==> src/rtl/message_streamer.sv <==
// Reads a message out of a synchronous-read ROM and offers it byte by byte on a
// valid/ready stream, optionally repeating after an idle gap.
module message_streamer #(
    parameter int unsigned addr_width = 10,
    parameter int unsigned msg_len    = 512,
    parameter int unsigned repeat_msg = 0,
    parameter int unsigned gap_cycles = 1000
) (
    input  logic                  clock,
    input  logic                  reset,
    input  logic                  start,
    output logic [addr_width-1:0] rom_addr,
    input  logic [7:0]            rom_data,
    output logic [7:0]            tx_data,
    output logic                  tx_valid,
    input  logic                  tx_ready,
    output logic                  busy,
    output logic                  done
);

    localparam int unsigned gap_w = (gap_cycles > 0) ? $clog2(gap_cycles + 1) : 1;
    localparam logic [addr_width-1:0] last_addr = addr_width'(msg_len - 1);
    localparam logic [gap_w-1:0] gap_last = gap_w'((gap_cycles > 0) ? gap_cycles - 1 : 0);
    localparam logic do_repeat = (repeat_msg != 0);
    localparam logic has_gap   = (gap_cycles > 0);

    if (msg_len == 0 || 64'(msg_len) > (64'd1 << addr_width)) begin : g_bad_len
        $error("message_streamer: msg_len must be in 1..2**addr_width");
    end

    typedef enum logic [2:0] {
        IDLE    = 3'd0,
        FETCH   = 3'd1,
        CAPTURE = 3'd2,
        SEND    = 3'd3,
        GAP     = 3'd4
    } state_t;

    state_t state, state_nxt;

    logic [gap_w-1:0]      gap_cnt, gap_cnt_nxt;
    logic [addr_width-1:0] rom_addr_nxt;
    logic [7:0]            tx_data_nxt;
    logic                  tx_valid_nxt;
    logic                  done_nxt;
    logic                  busy_nxt;
    logic                  handshake;
    logic                  at_last;
    logic                  gap_over;

    assign handshake = tx_valid & tx_ready;
    assign at_last   = (rom_addr == last_addr);
    assign gap_over  = (gap_cnt == gap_last);

    // State register
    always_ff @(posedge clock) begin
        if (reset) begin
            state <= IDLE;
        end else begin
            state <= state_nxt;
        end
    end

    // Next-state logic
    always_comb begin
        state_nxt = state;
        case (state)
            IDLE:    if (start) state_nxt = FETCH;
            FETCH:   state_nxt = CAPTURE;
            CAPTURE: state_nxt = SEND;
            SEND: begin
                if (handshake) begin
                    if (!at_last)               state_nxt = FETCH;
                    else if (do_repeat && has_gap) state_nxt = GAP;
                    else if (do_repeat)         state_nxt = FETCH;
                    else                        state_nxt = IDLE;
                end
            end
            GAP:     if (gap_over) state_nxt = FETCH;
            default: state_nxt = IDLE;
        endcase
    end

    // Next values of the registered outputs and the gap counter
    always_comb begin
        rom_addr_nxt = rom_addr;
        tx_data_nxt  = tx_data;
        tx_valid_nxt = tx_valid;
        gap_cnt_nxt  = gap_cnt;
        done_nxt     = 1'b0;
        busy_nxt     = (state_nxt != IDLE);
        case (state)
            IDLE: begin
                rom_addr_nxt = '0;
                gap_cnt_nxt  = '0;
            end
            CAPTURE: begin
                tx_data_nxt  = rom_data;
                tx_valid_nxt = 1'b1;
            end
            SEND: begin
                if (handshake) begin
                    tx_valid_nxt = 1'b0;
                    if (at_last) begin
                        done_nxt     = 1'b1;
                        rom_addr_nxt = '0;
                    end else begin
                        rom_addr_nxt = rom_addr + addr_width'(1);
                    end
                end
            end
            GAP: begin
                gap_cnt_nxt = gap_over ? '0 : gap_cnt + gap_w'(1);
            end
            default: ;
        endcase
    end

    // Output and datapath registers; reset aborts any message in flight
    always_ff @(posedge clock) begin
        if (reset) begin
            rom_addr <= '0;
            tx_data  <= '0;
            tx_valid <= 1'b0;
            done     <= 1'b0;
            busy     <= 1'b0;
            gap_cnt  <= '0;
        end else begin
            rom_addr <= rom_addr_nxt;
            tx_data  <= tx_data_nxt;
            tx_valid <= tx_valid_nxt;
            done     <= done_nxt;
            busy     <= busy_nxt;
            gap_cnt  <= gap_cnt_nxt;
        end
    end

endmodule
==> config.mk <==
export PLATFORM = sky130hd
export DESIGN_NAME = message_streamer
export DESIGN_NICKNAME = d
export VERILOG_FILES = /design/src/rtl/message_streamer.sv
export SDC_FILE = /design/constraint.sdc
export NUM_CORES = 1
export LEC_CHECK = 0
export BUFFER_PORTS_ARGS = -buffer_cell sky130_fd_sc_hd__buf_2
export CAP_MARGIN = 20
export CORE_MARGIN = 4
export CORE_UTILIZATION = 45
export CTS_BUF_LIST = sky130_fd_sc_hd__clkbuf_8 sky130_fd_sc_hd__clkbuf_16
export CTS_CLUSTER_SIZE = 10
export DETAILED_ROUTE_END_ITERATION = 7
export GPL_TIMING_DRIVEN = 0
export PLACE_DENSITY = 0.67
export SLEW_MARGIN = 20
export SYNTH_ARGS = -nofsm -noshare
export SYNTH_HDL_FRONTEND = slang
export SYNTH_SLANG_ARGS = --single-unit
export TNS_END_PERCENT = 5
==> constraint.sdc <==
create_clock -name clock -period 1.8 [get_ports clock]
set_input_delay 0.36 -clock clock [delete_from_list [all_inputs] [get_ports clock]]
set_output_delay 0.36 -clock clock [all_outputs]
set_load 0.01 [all_outputs]
==> metrics.yaml <==
run_status:
  status: "completed"
synthesis:
  synth_common_cells: "34 x dfxtp_1, 26 x nor2_1, 14 x nand2_1"
  synth_edf_count: 0
  synth.distinct_cells: 48
  synth_area_per_cell_um2: 8.96
  synthFlopType: "dfxtp_1"
  async_flop_share_pct: 0
  synth_area_leaders: "dfxtp_1 41%, mux2i_1 6.1%, nor2_1 5.9%, xnor2_1 3.7%, nand2_1 3.2%"
  synth_seq_area_share_pct: 41.5
  syn_inst: 183
  synthesis.yosys.warnings: 0
  yosysMostFrequentCell: "dfxtp_1"
  synth-seq-cells: 34
  netlist.area_leader.share_pct: 41.5
  synth_area_mm2: 0.00164
  synth_top_area_cell: "dfxtp_1"
  syn_nets: 197
power_and_ir_drop:
  ir_drop_mv: 0.558
  p_leak_nw: 0.763
  p_per_area_mw_per_mm2: 910
die:
  core_area_mm2: 0.00342
  io_pins: 33
  die_h_um: 68.4
  start_util_pct: 48.0
  die_area_mm2: 0.00468
  die_w_um: 68.4
  row_count: 21
placement:
  hpwlAfterDp_um: 2730
  io_buffers: 32
  dpl_cell_area_mm2: 0.00186
  gp_congestion: 0.846
  dp_slack_ns: -0.0362
clock_tree:
  cts_resized: 1
  cts_root_buf: "clkbuf_8"
  clk_pin_slew_ns: 0.07
  htree_levels: 2
  cts_buffers: 5
  post-cts-setup-buffers: 0
  cts_buffer_depth: 2
  cts_num_sinks: 34
  cts_tree: "yes"
  hold_buffers: 0
  clock_latency_ns: 0.29
layout:
  finish.utilization_pct: 59.3
  layout-drive-gt1-share_pct: 24.2
  final_net_count: 236
  area_growth_pct: 23.6
  num_antenna_cells: 0
  stdcell_area_mm2: 0.00203
route:
  first_iter_violations: 78
  drc_errors: 0
  route.vias.total: 1515
  ant_nets: 0
  vias_per_cell: 5.63
  firstDrtPassIters: 4
  wl_per_cell_um: 13.7
  wl_um: 3680
sta:
  worst_slack_ns: 0.108
  drv_slew: 0
  max_freq_ghz: 0.591
  relSlewSlack_pct: 63.1
  fin_crit_ns: 1.69
  period_share_pct: 94.0
  rsz0062_at_grt: "no"
  setup_tns_ns: 0
  worst_slew_pin_slew_ns: 0.553
  fin_skew_ns: 0.00386
  setup_violations: 0
  hold_violations: 0
setup_path:
  cp.required_ns: 2.00
  cp_data_arrival_time_ns: 1.89
  startpoint_type: "register"
  worst-path-max-fanout: 9
  path_class: "register to register"
  cp-end-kind: "register"
global_routing:
  grt_pass1_wl_um: 6440
  overflow: 0
  grt_util_all_layers_pct: 18.2
  grt_max_degree: 12
  antenna_found_initial: 0
  grt_pass1_vias: 1442
worst_hold_path:
  hp-class: "input port to register"
job:
  maxCapViolCount: 0
flip-flops by register name, summed over array words and instances (netlist names):
name      count
gap_cnt      10
rom_addr     10
tx_data       8
state         3
busy          1
done          1
tx_valid      1
metal layers:
metal	track usage, %	wire (um)	vias up
li1	-	-	745
met1	22.4	1680	713
met2	28.6	1680	48
met3	6.73	252	9
met4	7.44	61	0
met5	0	0	-
cells in the final DEF, fill, tap and decap left out, drive strengths merged, types with 6 or more instances in the layout:
cell type | Yosys | layout
o21ai | 7 | 7
mux2i | 10 | 10
nor2 | 27 | 27
inv | 6 | 6
xnor2 | 7 | 7
buf | 3 | 35
a31oi | 7 | 7
clkbuf | 3 | 9
nand4 | 6 | 6
nand2 | 14 | 14
a21oi | 8 | 8
nand3 | 8 | 8
dfxtp | 34 | 34
layout make-up:
type | instances | area (um2)
multi-input combinational | 137 | 936
fill | 325 | 1390
buffer | 6 | 27.5
clock inverter | 2 | 60.1
clock buffer | 6 | 82.6
tap | 46 | 57.6
timing repair buffer | 32 | 160
inverter | 6 | 22.5
sequential | 34 | 681
worst max-delay path, stage by stage, from the launching register on:
cell,delay [ns]
dfxtp_1,0.49
nand4_4,0.25
a21o_1,0.27
or3_1,0.37
a221oi_2,0.23
power breakdown:
part | total [mW] | switching [mW] | internal [mW]
registers | 0.797 | 0.0202 | 0.776
clock network | 0.866 | 0.276 | 0.591
logic | 0.183 | 0.109 | 0.0743
total | 1.85 | 0.404 | 1.44
per-stage QoR:
step,power (mW),cells,hold WS [ns]
final,1.85,269,0.304
after global routing,1.93,269,0.311
after CTS,1.86,269,0.300
after detailed placement,0.992,261,0.482
after global placement,0.987,261,0.467
after floorplan,0.931,183,0.447
path summary, 6_finish.rpt:
path | cells past startpoint | startpoint | end | slack, ns
worst min register to register | 2 | tx_data[2] | tx_data[2] | 0.49
worst max-delay path | 4 | state[1] | rom_addr[8] | 0.11
worst min-delay path | 3 | rom_data[3] | tx_data[3] | 0.30
worst max register to register | 4 | state[1] | rom_addr[8] | 0.11
cells by family after synthesis:
group | synth area share [%]
AND/OR/NAND/NOR | 26.5
AO/OA/AOI/OAI | 17.6
flip-flops | 41.5
buffers and inverters | 3.05
multiplexers | 6.10
XOR/XNOR | 3.74
adder cells (fa/ha/maj) | 1.53
Power figures use the tool's default switching activity.
